--- config.mk ---
export PLATFORM = sky130hd
export DESIGN_NAME = cmd_frame_rx
export DESIGN_NICKNAME = d
export VERILOG_FILES = /design/src/rtl/cmd_frame_rx_pkg.sv /design/src/rtl/cmd_frame_rx_timeout_cnt.sv /design/src/rtl/cmd_frame_rx.sv
export SDC_FILE = /design/constraint.sdc
export NUM_CORES = 1
export LEC_CHECK = 0
export BUFFER_PORTS_ARGS = -buffer_cell sky130_fd_sc_hd__buf_4
export CAP_MARGIN = 20
export CORE_ASPECT_RATIO = 0.6
export CORE_MARGIN = 1.5
export CORE_UTILIZATION = 56
export CTS_BUF_LIST = sky130_fd_sc_hd__clkbuf_2 sky130_fd_sc_hd__clkbuf_4 sky130_fd_sc_hd__clkbuf_8
export CTS_CLUSTER_DIAMETER = 200
export DETAILED_ROUTE_END_ITERATION = 7
export MAX_ROUTING_LAYER = met4
export PLACE_DENSITY = 0.82
export SYNTH_ARGS = -nofsm -noshare
export SYNTH_HDL_FRONTEND = slang
export SYNTH_SLANG_ARGS = --single-unit
--- constraint.sdc ---
create_clock -name clk -period 2.35 [get_ports clk]
set_input_delay 0.5875 -clock clk [delete_from_list [all_inputs] [get_ports clk]]
set_output_delay 0.5875 -clock clk [all_outputs]
set_load 0.05 [all_outputs]
--- src/rtl/cmd_frame_rx_pkg.sv ---
// Shared command-path types and constants for the UART command framing stage.
package cmd_frame_rx_pkg;

  localparam int unsigned BYTE_W = 8;
  localparam int unsigned CMD_W  = 16;

  typedef enum logic {
    WAIT_HI,
    WAIT_LO
  } rx_state_t;

  typedef enum logic {
    R_IDLE,
    R_BUSY
  } tx_state_t;

  // Response bytes and command opcodes (opcode lives in the high nibble of the high byte)
  localparam logic [BYTE_W-1:0] POS_ACK  = 8'hA5;
  localparam logic [CMD_W-1:0]  CAL_GYRO = 16'h2000;
  localparam logic [CMD_W-1:0]  MOVE     = 16'h4000;
  localparam logic [CMD_W-1:0]  TOUR     = 16'h6000;

  function automatic logic [CMD_W-1:0] join_bytes(input logic [BYTE_W-1:0] hi,
                                                  input logic [BYTE_W-1:0] lo);
    return {hi, lo};
  endfunction

endpackage

--- src/rtl/cmd_frame_rx_timeout_cnt.sv ---
// Loadable inter-byte timeout counter; tc_c flags the last allowed cycle.
module frame_timeout_cnt #(
  parameter int unsigned TIMEOUT_CLKS = 1_000_000,
  parameter int unsigned CNT_W        = 20
) (
  input  logic clk,
  input  logic rst,
  input  logic load,
  input  logic en,
  output logic tc_c
);

  logic [CNT_W-1:0] cnt;

  always_ff @(posedge clk) begin
    if (rst) begin
      cnt <= '0;
    end else if (load) begin
      cnt <= '0;
    end else if (en) begin
      cnt <= cnt + CNT_W'(1);
    end
  end

  assign tc_c = (cnt == CNT_W'(TIMEOUT_CLKS - 1));

endmodule

--- src/rtl/cmd_frame_rx.sv ---
// Two-byte command framer with inter-byte timeout, plus single-byte response serializer.
module cmd_frame_rx
  import cmd_frame_rx_pkg::*;
#(
  parameter int unsigned TIMEOUT_CLKS = 1_000_000,
  parameter int unsigned CNT_W        = 20
) (
  input  logic              clk,
  input  logic              rst,
  input  logic              rx_rdy,
  input  logic [BYTE_W-1:0] rx_data,
  output logic              clr_rx_rdy,
  output logic [CMD_W-1:0]  cmd,
  output logic              cmd_rdy,
  input  logic              clr_cmd_rdy,
  output logic              frame_err,
  input  logic [BYTE_W-1:0] resp,
  input  logic              send_resp,
  output logic [BYTE_W-1:0] tx_data,
  output logic              trmt,
  input  logic              tx_done,
  output logic              resp_busy
);

  rx_state_t         rx_state, rx_state_nxt;
  tx_state_t         tx_state, tx_state_nxt;
  logic [BYTE_W-1:0] hi_byte, hi_byte_nxt;
  logic [CMD_W-1:0]  cmd_nxt;
  logic              cmd_rdy_nxt;
  logic              frame_err_nxt;
  logic [BYTE_W-1:0] tx_data_nxt;
  logic              trmt_nxt;
  logic              resp_busy_nxt;
  logic              accept_c;
  logic              cnt_load;
  logic              cnt_en;
  logic              timeout_c;

  // The cycle after an accept carries clr_rx_rdy, so a still-high rx_rdy is not re-captured
  assign accept_c = rx_rdy & ~clr_rx_rdy;

  frame_timeout_cnt #(
    .TIMEOUT_CLKS (TIMEOUT_CLKS),
    .CNT_W        (CNT_W)
  ) u_timeout_cnt (
    .clk  (clk),
    .rst  (rst),
    .load (cnt_load),
    .en   (cnt_en),
    .tc_c (timeout_c)
  );

  // Receive framing: next state and registered output values
  always_comb begin
    rx_state_nxt  = rx_state;
    hi_byte_nxt   = hi_byte;
    cmd_nxt       = cmd;
    cmd_rdy_nxt   = cmd_rdy & ~clr_cmd_rdy;
    frame_err_nxt = 1'b0;
    cnt_load      = 1'b0;
    cnt_en        = 1'b0;
    case (rx_state)
      WAIT_HI: begin
        if (accept_c) begin
          hi_byte_nxt  = rx_data;
          cmd_rdy_nxt  = 1'b0;
          cnt_load     = 1'b1;
          rx_state_nxt = WAIT_LO;
        end
      end
      WAIT_LO: begin
        if (accept_c) begin
          // A byte on the terminal cycle still completes the frame
          cmd_nxt      = join_bytes(hi_byte, rx_data);
          cmd_rdy_nxt  = 1'b1;
          rx_state_nxt = WAIT_HI;
        end else begin
          cnt_en = 1'b1;
          if (timeout_c) begin
            hi_byte_nxt   = '0;
            frame_err_nxt = 1'b1;
            rx_state_nxt  = WAIT_HI;
          end
        end
      end
      default: rx_state_nxt = WAIT_HI;
    endcase
  end

  // Response path: next state and registered output values
  always_comb begin
    tx_state_nxt  = tx_state;
    tx_data_nxt   = tx_data;
    trmt_nxt      = 1'b0;
    resp_busy_nxt = resp_busy;
    case (tx_state)
      R_IDLE: begin
        if (send_resp) begin
          tx_data_nxt   = resp;
          trmt_nxt      = 1'b1;
          resp_busy_nxt = 1'b1;
          tx_state_nxt  = R_BUSY;
        end
      end
      R_BUSY: begin
        if (tx_done) begin
          resp_busy_nxt = 1'b0;
          tx_state_nxt  = R_IDLE;
        end
      end
      default: tx_state_nxt = R_IDLE;
    endcase
  end

  always_ff @(posedge clk) begin
    if (rst) begin
      rx_state   <= WAIT_HI;
      tx_state   <= R_IDLE;
      hi_byte    <= '0;
      clr_rx_rdy <= 1'b0;
      cmd        <= '0;
      cmd_rdy    <= 1'b0;
      frame_err  <= 1'b0;
      tx_data    <= '0;
      trmt       <= 1'b0;
      resp_busy  <= 1'b0;
    end else begin
      rx_state   <= rx_state_nxt;
      tx_state   <= tx_state_nxt;
      hi_byte    <= hi_byte_nxt;
      clr_rx_rdy <= accept_c;
      cmd        <= cmd_nxt;
      cmd_rdy    <= cmd_rdy_nxt;
      frame_err  <= frame_err_nxt;
      tx_data    <= tx_data_nxt;
      trmt       <= trmt_nxt;
      resp_busy  <= resp_busy_nxt;
    end
  end

endmodule

==> results.ini, run 1 <==
[synthesis]
synthesis.area_sq_um=2360
yosys_warnings=0
ys_top_cells_by_area=dfxtp_1, nand2_1, a21oi_1
netlist_instances=273
ys_seq_area_share_pct=50.1
synth-seq-cells=59
syn_area_per_cell_sq_um=8.64
async_flop_share_pct=0
ys.flop_type=dfxtp_1
synth_top_cell_by_area=dfxtp_1
synth-edff-count=0
netlist.area_leader.share_pct=50.1
synth.distinct_cells=31
syn_nets=296

[timing]
slew_headroom_pct=31.7
worstMarginPinSlew_ns=1.02
finalHoldViolations=0
finalSetupViolations=0
fin_setup_tns_ns=0
fin_crit_sh_pct=82.3
finClkSkew_ns=0.00682
worst_hold_slack_ns=0.445
setup_ws_ns=0.417
slew_viol_final=0
max_freq_mhz=517
rsz0062_at_grt=no
period_minus_slack_ns=1.93

[clock_tree]
root_buffer=clkbuf_8
cts_buffers=9
cts_tree=built
max-clock-path-buffers=2
holdBufCountCts=0
h-tree-depth=3
path_clk_slew_ns=0.06
clk_latency_ns=0.34
cts.sinks=59
cts_setup_buffers=0
cts_resized=0

[placed_design]
place.port_buffers=50
post-place-ws_ns=0.190
place_inst=370
dpl.hpwl_um=3490
gp_congestion=0.784

[global_route]
grt_pass1_vias=1733
grt_pass1_wl_um=8000
antenna_found_initial=0
track_usage_pct=23.9
grt_max_degree=22
grt.overflow.total=0

[cells_and_area]
final_cell_mix=dfxtp_1, nand2_1, buf_4
n_antenna_cell=0
nets=344
syn_to_final_growth_pct=25.5
final_common_cell=dfxtp_1
drive_above_1_share_pct=24.2
fin_util_pct=72.7
fin_cells=386

[detailed_routing]
dr_wl_met2_um=2290
wl_met1_um=2580
routed_wl_um=5250
drtAntennaViolNets=0
first_pass_iters=4
wl_per_cell_um=13.6
dr_wl_met3_um=315
drt_iter0_drc=106
vias_per_cell=5.33
vias=2058
dr.max_layer_used=met4
remaining_drc_errors=0

[worst_setup_path]
worst_ep_arrival_time_ns=2.19
startpoint_type=register
crit_type=reg2reg
cp-end-kind=register
worstPathRequired_ns=2.61
crit_path_max_fanout=16

[run_status]
status=finished, final reports clean

[power_and_ir_drop]
vdd_drop_max_v=0.000619
p_per_area_nw_per_um2=754
p_leak_nw=1.14

[floorplanning]
die_x_um=86.8
fp.dieH_um=53.3
ioPinCount=51
num_rows=18
initial_core_util_pct=57.9
die_area_sq_um=4620
fp.coreArea_sq_um=4080

[job]
maxCapViolCount=0

[hold_path]
hold_path.class=reg2reg

Yosys cell counts (2+ instances only):
cell      count
nor2_1       13
nand3_1       9
nand2_1      57
or2_2         2
xor2_1        8
nor2b_1       2
nor4b_1       2
and4_4        2
or4_1         8
dfxtp_1      59
clkbuf_1      8
nand2b_1      3
mux2i_1       8
and3_2        2
buf_2         8
o31ai_1       9
or3_1         3
o21ai_0       4
and3_1        2
nor3_1        9
a21oi_1      38
nand4_1       7
inv_1         2
through the flow:
step,area [sq um],total power [mW]
global route,2960,2.31
CTS,2960,2.24
finish,2960,2.23
detailed placement,2760,1.31
floorplan,2360,1.23
global placement,2760,1.31
cell families after synthesis:
| logic type | after synthesis | share of synthesized area [%] |
|---|---|---|
| compound gates | 51 | 11.8 |
| xor+xnor | 8 | 2.97 |
| fa+ha+maj | 1 | 0.530 |
| buf+inv | 19 | 3.76 |
| flops | 59 | 50.1 |
| mux | 8 | 3.39 |
| simple gates | 127 | 27.5 |
cell type report:
class | instances | area [sq um]
clock buffer | 14 | 168
multi-input combinational | 195 | 1090
inverter | 2 | 7.51
timing repair buffer | 54 | 405
clock inverter | 2 | 35.0
tap | 60 | 75.1
sequential | 59 | 1180
fill | 334 | 1110
power by group:
part           internal (mW)  switching, mW
Sequential              1.03         0.0223
Clock                  0.565          0.377
Combinational         0.0816          0.152
Total                   1.68          0.552
path summary, 6_finish.rpt:
kind,from,to,slack [ns],depth (start not counted)
worst min-delay path,hi_byte[2]$_SDFFE_PP0P_,cmd[10]$_SDFFE_PP0N_,0.44,2
worst max register to register,rx_state$_SDFF_PP0_,cmd[0]$_SDFFE_PP0N_,0.42,4
worst max-delay path,rx_state$_SDFF_PP0_,cmd[0]$_SDFFE_PP0N_,0.42,4
worst min register to register,hi_byte[2]$_SDFFE_PP0P_,cmd[10]$_SDFFE_PP0N_,0.44,2
registers in the layout, summed over array words and instances (netlist names), 8 cells and up:
signal and cells:
u_timeout_cnt.cnt 20, cmd 16, hi_byte 8, tx_data 8
layer usage:
layer	vias up	GRT usage (%)
li1	1048	-
met3	10	9.52
met2	64	33.6
met4	0	9.14
met5	-	-
met1	936	30.9
critical path, stage by stage (launching register included):
cell and delay (ns):
dfxtp_1 0.58, inv_1 0.12, nor2_1 0.80, nand2_1 0.15, a21oi_1 0.20
Power figures use the tool's default switching activity.
==> run 2: changes to the inputs <==
clock period = 2 ns   (was 2.35 ns; I/O delays follow)
==> results.ini, run 2 (synthesis gave the netlist of run 1 again) <==
[worst_setup_path]
worstPathCellList=ha_1, and3_2, nand3_2, or4_1, a21oi_1
cpMaxStageDelayCell=or4_1
crit_path_max_fanout=11  ; -5
rr_worst_depth=5  ; +1
worstPathBufferInverterCount=0  ; -1
r2r_slack_ns=0.18  ; -0.23 ns
crit_type=reg2reg
r2r_start=u_timeout_cnt.cnt[1]$_SDFFE_PP0P_
startpoint_type=register
crit_end=u_timeout_cnt.cnt[16]$_SDFFE_PP0P_
worstPathRequired_ns=2.26  ; -0.35 ns
timing.rr.end=u_timeout_cnt.cnt[16]$_SDFFE_PP0P_
cp-end-kind=register
worstSetupStartpoint=u_timeout_cnt.cnt[1]$_SDFFE_PP0P_
cp.depth=5  ; +1
critPathMaxStageDelay_ns=0.56  ; -0.24 ns
worst_ep_arrival_time_ns=2.08  ; -0.11 ns
path_delay_family=simple AND/OR/NAND/NOR gates

[detailed_routing]
vias_per_cell=5.44  ; +2.1%
wl_per_cell_um=13.7  ; +0.50%
vias=2118  ; +2.9%
drtAntennaViolNets=0  ; unchanged
drt_iter0_drc=164  ; +55%
routed_wl_um=5310  ; +1.3%
first_pass_iters=5  ; +1
remaining_drc_errors=0  ; unchanged

[clock_tree]
holdBufCountCts=0  ; unchanged
cts_resized=0  ; unchanged
clk_latency_ns=0.34  ; about the same
max-clock-path-buffers=2  ; unchanged
cts.sinks=59  ; unchanged
cts_buffers=9  ; unchanged
h-tree-depth=3  ; unchanged
path_clk_slew_ns=0.07  ; about the same
cts_setup_buffers=0  ; unchanged
root_buffer=clkbuf_8
cts_tree=built

[timing]
finClkSkew_ns=0.00745  ; +0.000636 ns
setup_ws_ns=0.182  ; -0.235 ns
finalHoldViolations=0  ; unchanged
slew_viol_final=0  ; unchanged
fin_crit_sh_pct=90.9  ; +8.6 points
finalSetupViolations=0  ; unchanged
max_freq_mhz=550  ; +6.3%
rsz0062_at_grt=no
slew_headroom_pct=57.4  ; +26 points
period_minus_slack_ns=1.82  ; -0.115 ns
worstMarginPinSlew_ns=0.639  ; -0.381 ns

[placed_design]
post-place-ws_ns=-0.0586  ; -0.249 ns
gp_congestion=0.861  ; +9.9%
place_inst=373  ; +0.81%
dpl_cell_area_sq_um=2780  ; +0.82%
place.port_buffers=50  ; unchanged
dpl.hpwl_um=3560  ; +2.0%

[global_route]
grt_pass1_vias=1851  ; +6.8%
grt_max_degree=23  ; +4.5%
antenna_found_initial=0  ; unchanged
track_usage_pct=25.7  ; +1.8 points
grt.overflow.total=0  ; unchanged
grt_pass1_wl_um=8490  ; +6.1%

[cells_and_area]
largest_reg_flops=20  ; unchanged
drive_above_1_share_pct=25.5  ; +1.3 points
top_register=u_timeout_cnt.cnt
n_antenna_cell=0  ; unchanged
final_area_sq_um=3020  ; +1.8%
nets=347  ; +0.87%
final_cell_mix=dfxtp_1, nand2_1, buf_4
biggestRegsByFlops=u_timeout_cnt.cnt: 20 flops, cmd: 16 flops
syn_to_final_growth_pct=27.8
fin_util_pct=74.0  ; +1.3 points
final_common_cell=dfxtp_1
fin_cells=389  ; +0.78%

[run_status]
status=finished, final reports clean

[power_and_ir_drop]
p_leak_nw=1.17  ; +2.3%
p_per_area_nw_per_um2=907  ; +20%
vdd_drop_max_v=0.000551  ; -11%
p_total_mw=2.73  ; +23%

[floorplanning]
initial_core_util_pct=57.9  ; unchanged
num_rows=18  ; unchanged
die_x_um=86.8  ; unchanged
fp.dieH_um=53.3  ; unchanged
fp.coreArea_sq_um=4080  ; unchanged
die_area_sq_um=4620  ; unchanged
ioPinCount=51  ; unchanged

[hold_path]
hold_path.class=in2reg

[job]
maxCapViolCount=0  ; unchanged

-- run 2: cell count changes in the layout (fill, tap and decap cells not counted), sizes merged --
cell / delta
buf: +3
bufinv: +1
clkbuf: -3
clkinv: +2
-- run 2: how the worst min path moves through the flow --
stage / from / endpoint / slack, ns / depth (start not counted)
2_1_floorplan: hi_byte[7]$_SDFFE_PP0P_ / cmd[15]$_SDFFE_PP0N_ / 0.43 / 2
3_3_place_gp: hi_byte[2]$_SDFFE_PP0P_ / cmd[10]$_SDFFE_PP0N_ / 0.44 / 2
3_5_place_dp: hi_byte[1]$_SDFFE_PP0P_ / cmd[9]$_SDFFE_PP0N_ / 0.44 / 2
4_1_cts: resp[4] / tx_data[4]$_SDFFE_PP0P_ / 0.40 / 3
5_1_grt: resp[0] / tx_data[0]$_SDFFE_PP0P_ / 0.40 / 3
6_report: resp[0] / tx_data[0]$_SDFFE_PP0P_ / 0.40 / 3
-- run 2: routing by layer --
layer	routed length, um	GRT usage, %	up-vias
met5	0	-	-
met4	132	13.7	0
met3	514	11.4	16
met2	2160	33.5	95
met1	2510	33.0	954
li1	-	-	1053
-- run 2: metrics by stage --
stage	setup TNS (ns)	hold WS, ns
2_1_floorplan	0	0.431
3_3_place_gp	0	0.435
3_5_place_dp	-0.216	0.441
4_1_cts	0	0.396
5_1_grt	0	0.404
6_report	0	0.401
-- run 2: area by class of cell --
cell class | instances | area, sq um
sequential | 59 | 1180
inverter | 2 | 7.51
multi-input combinational | 195 | 1100
fill | 306 | 1060
clock inverter | 5 | 75.1
clock buffer | 11 | 151
timing repair buffer | 57 | 428
tap | 60 | 75.1
-- run 2: power by group --
part	internal (mW)	switching [mW]	total (mW)	leakage, nW
sequential	1.21	0.0221	1.24	0.480
combinational	0.0983	0.183	0.281	0.572
clock	0.762	0.454	1.22	0.119
total	2.07	0.660	2.73	1.17
-- run 2: worst min-delay path: stages --
cell,delay (ns)
buf_4,0.11
nand2_1,0.04
a21oi_1,0.05
